`src/rtl/apb_slave_regs_if.sv`:
```
// APB bus seen by one zero-wait-state completer: requester-driven phase signals and
// the completer's registered read data.
interface apb_slave_regs_if;
  logic [3:0]  Pselx;
  logic        Penable;
  logic        Pwrite;
  logic [31:0] Paddr;
  logic [31:0] Pwdata;
  logic [31:0] Prdata;

  modport master (output Pselx, Penable, Pwrite, Paddr, Pwdata, input Prdata);
  modport slave  (input Pselx, Penable, Pwrite, Paddr, Pwdata, output Prdata);
endinterface

```
`src/rtl/apb_slave_regs.sv`:
```
// APB completer: RW register bank, {err_cnt, wr_cnt} status word in the top slot, and a
// phase checker that pulses prot_err and counts every setup/access ordering violation.
module apb_slave_regs #(
  parameter int SLAVE_IDX = 0,
  parameter int NUM_REGS  = 16,
  parameter int CNT_W     = 16
) (
  input  logic             clock,
  input  logic             reset,
  apb_slave_regs_if.slave  bus,
  output logic             prot_err,
  output logic [CNT_W-1:0] wr_count,
  output logic [1:0]       dbg_state
);
  localparam int IDX_W = $clog2(NUM_REGS);
  localparam logic [IDX_W-1:0] STATUS_IDX = IDX_W'(NUM_REGS - 1);

  // Handshake: a transfer is one sel&!en setup cycle followed by one sel&en access cycle
  // carrying identical {Pwrite, Paddr, Pwdata}; it completes at the edge ending the access
  // cycle (no Pready, never stalled). Any other phase ordering is a protocol violation.
  typedef enum logic [1:0] {IDLE = 2'd0, SETUP = 2'd1, ACCESS = 2'd2} state_t;

  state_t           state, nxt_state;
  logic             sel, en, match;
  logic             latch, complete, err;
  logic             do_write, do_clear, rd_load;
  logic [IDX_W-1:0] idx;
  logic [31:0]      rd_val;
  logic             lat_write;
  logic [31:0]      lat_addr, lat_wdata;
  logic [CNT_W-1:0] err_cnt, wr_cnt;
  logic [31:0]      regs [NUM_REGS-1];
  logic             unused_sel;

  assign sel        = bus.Pselx[SLAVE_IDX];
  assign unused_sel = ^bus.Pselx;
  assign en         = bus.Penable;
  assign idx        = bus.Paddr[IDX_W+1:2];
  assign match      = (bus.Pwrite == lat_write) && (bus.Paddr == lat_addr) &&
                      (bus.Pwdata == lat_wdata);
  assign wr_count   = wr_cnt;
  assign dbg_state  = state;

  always_ff @(posedge clock or posedge reset) begin
    if (reset) state <= IDLE;
    else       state <= nxt_state;
  end

  always_comb begin
    nxt_state = state;
    latch     = 1'b0;
    complete  = 1'b0;
    err       = 1'b0;
    case (state)
      IDLE: begin
        if (sel && !en) begin
          nxt_state = SETUP;
          latch     = 1'b1;
        end else if (sel && en) begin
          err = 1'b1;
        end
      end
      SETUP: begin
        if (!sel) begin
          err       = 1'b1;
          nxt_state = IDLE;
        end else if (!en) begin
          err   = 1'b1;
          latch = 1'b1;
        end else if (match) begin
          nxt_state = ACCESS;
          complete  = 1'b1;
        end else begin
          err       = 1'b1;
          nxt_state = IDLE;
        end
      end
      ACCESS: begin
        if (!sel) begin
          nxt_state = IDLE;
        end else if (!en) begin
          nxt_state = SETUP;
          latch     = 1'b1;
        end else begin
          err       = 1'b1;
          nxt_state = IDLE;
        end
      end
      default: nxt_state = IDLE;
    endcase
  end

  always_comb begin
    do_write = complete && lat_write && (idx != STATUS_IDX);
    do_clear = complete && lat_write && (idx == STATUS_IDX);
    rd_load  = sel && !en && !bus.Pwrite;
    rd_val   = '0;
    if (idx == STATUS_IDX) rd_val = 32'({err_cnt, wr_cnt});
    else                   rd_val = regs[idx];
  end

  always_ff @(posedge clock or posedge reset) begin
    if (reset) begin
      lat_write  <= 1'b0;
      lat_addr   <= '0;
      lat_wdata  <= '0;
      bus.Prdata <= '0;
      prot_err   <= 1'b0;
      err_cnt    <= '0;
      wr_cnt     <= '0;
      for (int i = 0; i < NUM_REGS - 1; i++) regs[i] <= '0;
    end else begin
      if (latch) begin
        lat_write <= bus.Pwrite;
        lat_addr  <= bus.Paddr;
        lat_wdata <= bus.Pwdata;
      end
      prot_err   <= err;
      bus.Prdata <= rd_load ? rd_val : '0;
      // A status write wipes both counters, even an error counted on the same edge.
      if (do_clear) begin
        err_cnt <= '0;
        wr_cnt  <= '0;
      end else begin
        if (do_write) wr_cnt <= wr_cnt + CNT_W'(1);
        if (err && (err_cnt != '1)) err_cnt <= err_cnt + CNT_W'(1);
      end
      if (do_write) regs[idx] <= bus.Pwdata;
    end
  end
endmodule

```
`src/flat_wrapper.sv`:
```
// flat-port wrapper written by rule: the top's interface ports become plain ports
module apb_slave_regs_flat 
#(
  parameter int SLAVE_IDX = 0,
  parameter int NUM_REGS  = 16,
  parameter int CNT_W     = 16
)
  (clock, reset, prot_err, wr_count, dbg_state, bus_Pselx, bus_Penable, bus_Pwrite, bus_Paddr, bus_Pwdata, bus_Prdata);
  apb_slave_regs_if bus_i ();
  input  logic clock;
  input  logic reset;
  output logic prot_err;
  output logic [CNT_W-1:0] wr_count;
  output logic [1:0] dbg_state;
  input wire logic [$bits(bus_i.Pselx)-1:0] bus_Pselx;
  input wire logic [$bits(bus_i.Penable)-1:0] bus_Penable;
  input wire logic [$bits(bus_i.Pwrite)-1:0] bus_Pwrite;
  input wire logic [$bits(bus_i.Paddr)-1:0] bus_Paddr;
  input wire logic [$bits(bus_i.Pwdata)-1:0] bus_Pwdata;
  output wire logic [$bits(bus_i.Prdata)-1:0] bus_Prdata;
  assign bus_i.Pselx = bus_Pselx;
  assign bus_i.Penable = bus_Penable;
  assign bus_i.Pwrite = bus_Pwrite;
  assign bus_i.Paddr = bus_Paddr;
  assign bus_i.Pwdata = bus_Pwdata;
  assign bus_Prdata = bus_i.Prdata;
  apb_slave_regs #(.SLAVE_IDX(SLAVE_IDX), .NUM_REGS(NUM_REGS), .CNT_W(CNT_W)) u_core (.clock(clock), .reset(reset), .bus(bus_i), .prot_err(prot_err), .wr_count(wr_count), .dbg_state(dbg_state));
endmodule
```
`config.mk`:
```
export PLATFORM = sky130hd
export DESIGN_NAME = apb_slave_regs_flat
export DESIGN_NICKNAME = d
export VERILOG_FILES = /design/src/rtl/apb_slave_regs_if.sv /design/src/rtl/apb_slave_regs.sv /design/src/flat_wrapper.sv
export SDC_FILE = /design/constraint.sdc
export NUM_CORES = 1
export LEC_CHECK = 0
export BUFFER_PORTS_ARGS = -buffer_cell sky130_fd_sc_hd__buf_2
export CAP_MARGIN = 40
export CORE_UTILIZATION = 40
export CTS_BUF_LIST = sky130_fd_sc_hd__clkbuf_4 sky130_fd_sc_hd__clkbuf_8
export DETAILED_ROUTE_END_ITERATION = 10
export RECOVER_POWER = 50
export SLEW_MARGIN = 10
export SYNTH_ARGS = -nofsm -noshare
export SYNTH_HDL_FRONTEND = slang
export SYNTH_SLANG_ARGS = --single-unit
```
`constraint.sdc`:
```
create_clock -name clock -period 21.9 [get_ports clock]
set_clock_uncertainty 0.05 [all_clocks]
set_input_delay 1.095 -clock clock [delete_from_list [all_inputs] [get_ports clock]]
set_output_delay 1.095 -clock clock [all_outputs]
set_load 0.1 [all_outputs]
```
==> results.cfg <==
[outcome]
status = finished, violations left
violations = max-capacitance violations, max-slew violations

[timing]
layout_min_cycle_time_ns = 10.10
max_slew.worst_pin.slew_ns = 6.65
rsz0062_at_grt = false
finalSetupViolCount = 0
fin_crit_sh_pct = 46.1
slew_viol_final = 361
tns_ns = 0
fin_ws_ns = 11.80
relSlewSlack_pct = -343
hold_viol = 0
fmax_ghz = 0.0990

[critical_path]
required_ns = 22.55
crit_arrival_ns = 10.75
path_max_fanout = 125
cp-end-kind = asynchronous set/reset pin
path_class = in -> async
worstSetupStartpointType = input port

[cts]
clk_pin_slew_ns = 0.06
clock_sinks = 612
worstSkewPairLatency_ns = 0.70
clockBufferDepth = 3
cts_setup_buffers = 0
htreeDepth = 3
cts_tree = done
cts-root-buf = clkbuf_8
cts_buffers = 102
cts_resized = 0
cts_hold_buf = 0

[drt]
avgViaCountPerCell = 5.52
drc = 0
vias = 16500
drt_iter0_markers = 1230
totalWireLength_um = 72700
firstDrtPassIters = 5
drtAntennaViolNets = 0
routedWlPerCell_um = 24.4

[global_route]
grt_pass1_wl_um = 112000
grt_pass1_vias = 17600
grt_antenna_before_repair = 5
track_usage_pct = 21.0
gr-total-overflow = 0
grt_start_max_net_pins = 179

[synthesis]
syn_inst = 1840
ys_seq_area_share_pct = 54.5
ys_types = 50
ys.warnings.count = 0
synth_edf_count = 0
syn_area_mm2 = 0.0281
syn-num-nets = 1918
ys.flop_type = dfrtp_1
synth_seq_cells = 612
synth_area_per_cell_um2 = 15.3
synthArstFlopShare_pct = 100

[die]
coreArea_mm2 = 0.0691
fp.dieW_um = 267
die_h_um = 267
io_pins = 123
initial_utilization_pct = 40.7
dieArea_mm2 = 0.0713
rows = 96

[cells_and_area]
fin_area_mm2 = 0.0317
final_common_cell = dfrtp_1
mostFrequentLayoutCells = dfrtp_1 (612), mux2_2 (476), clkbuf_8 (134)
area_growth_pct = 12.9
drive_above_1_share_pct = 44.7
num-nets-final = 2052

[flow_run]
max-cap-violations = 5

[hold_path]
hp-class = in -> async

[place]
place_ws_ns = 16.05
gp_congestion = 0.804
place_hpwl_um = 44400
postPlaceCellArea_mm2 = 0.0297
numPortBuffers = 119

[pwr]
pwr_density_cell_mw_per_mm2 = 81.0
p_leak_nw = 15.2
p_total_w = 0.00257
irDropWorstVdd_mv = 0.0493
==> metrics by stage <==
step,cells,utilization (%),hold WS (ns)
after global placement,2789,42.7,0.411
after detailed placement,2801,43.1,0.419
after CTS,2979,46.2,0.226
after global routing,2980,45.9,0.427
final,2981,45.9,0.406
after floorplan,1840,-,0.402
==> cells by family after synthesis <==
group	Yosys count	share of synthesized area [%]
AOI/OAI and AO/OA	127	3.15
xor gates and xnor gates	73	2.28
adders and majority gates	6	0.267
muxes	706	33.4
buffers and inverters	146	2.56
and+or+nand+nor	170	3.90
DFF	612	54.5
==> final timing paths <==
check / start / endpoint / slack [ns] / cells past startpoint
hold / removal: reset / u_core.regs[377]$_DFFE_PP0P_ / 0.41 / 2
hold reg to reg: u_core.regs[145]$_DFFE_PP0P_ / u_core.regs[145]$_DFFE_PP0P_ / 0.43 / 1
min in group clock: u_core.regs[145]$_DFFE_PP0P_ / u_core.regs[145]$_DFFE_PP0P_ / 0.43 / 1
max in group clock: bus_Pwdata[7] / u_core.regs[242]$_DFFE_PP0P_ / 16.39 / 9
setup reg to reg: u_core.lat_wdata[27]$_DFFE_PP0P_ / u_core.regs[242]$_DFFE_PP0P_ / 17.07 / 8
setup / recovery: reset / u_core.regs[301]$_DFFE_PP0P_ / 11.80 / 6
==> sequential cells by signal, indices dropped and copies added (netlist names) <==
register,cells
u_core.lat_write,1
u_core.regs,480
u_core.bus.Prdata,32
u_core.err_cnt,16
u_core.prot_err,1
u_core.wr_count,16
u_core.lat_wdata,32
u_core.lat_addr,32
u_core.dbg_state,2
==> cell usage after synthesis, types with 4 or more instances <==
master      n  area [µm²]
buf_4       8        60.1
ha_1        6        75.1
mux2_1     86         968
mux2i_1    15         150
o211a_1    26         260
o211ai_1    5        37.5
xnor2_1    18         158
buf_2      17        85.1
nor3_4      6        97.6
or3_1      12        75.1
clkbuf_1   80         300
nor4_1     13        81.3
nand2_1    33         124
inv_1       4        15.0
and3_1      8        50.1
o21ai_0    47         235
nor2_1     27         101
mux4_2    128        2880
buf_1      21        78.8
nor4_4      6         128
o31ai_1     8        60.1
buf_6      16         180
nand2b_1   10        62.6
o22a_1     18         158
nand3_1    13        65.1
and2_1      4        25.0
a21oi_1    18        90.1
mux2_2    477        5370
nor3_1      6        30.0
xor2_1     55         482
dfrtp_1   612       15300
nand4_1    15        93.8
==> routing by layer <==
metal  vias to the layer above  GRT usage, %  routed length (µm)  share of wire [%]
li1                       7106             -                   -                  -
met1                      8888          28.6               32400                 45
met2                       368          34.8               35900                 49
met3                        90          3.28                3180                4.4
met4                         8          5.55                1200                1.6
met5                         -             0                  69              0.095
==> final cells by class <==
cell class | instances | area [µm²]
Multi-Input combinational cell | 1082 | 12100
Sequential cell | 612 | 15300
Tap cell | 931 | 1160
Antenna cell | 2 | 5.00
Inverter | 4 | 16.3
Clock inverter | 8 | 76.3
Fill cell | 6088 | 37300
Timing Repair Buffer | 172 | 968
Clock buffer | 170 | 2110
==> critical path, cell delays in order <==
cell	delay, ns
buf_2	0.10
clkinvlp_2	0.38
clkbuf_1	4.65
clkbuf_1	0.70
clkbuf_1	2.63
buf_4	1.00
==> power breakdown <==
part / total (W) / switching [W] / internal (W) / leakage, nW
Combinational: 0.000278 / 0.000169 / 0.000109 / 5.69
Sequential: 0.00123 / 0.0000427 / 0.00119 / 8.39
Clock: 0.00106 / 0.000451 / 0.000613 / 1.16
Power figures use the tool's default switching activity.
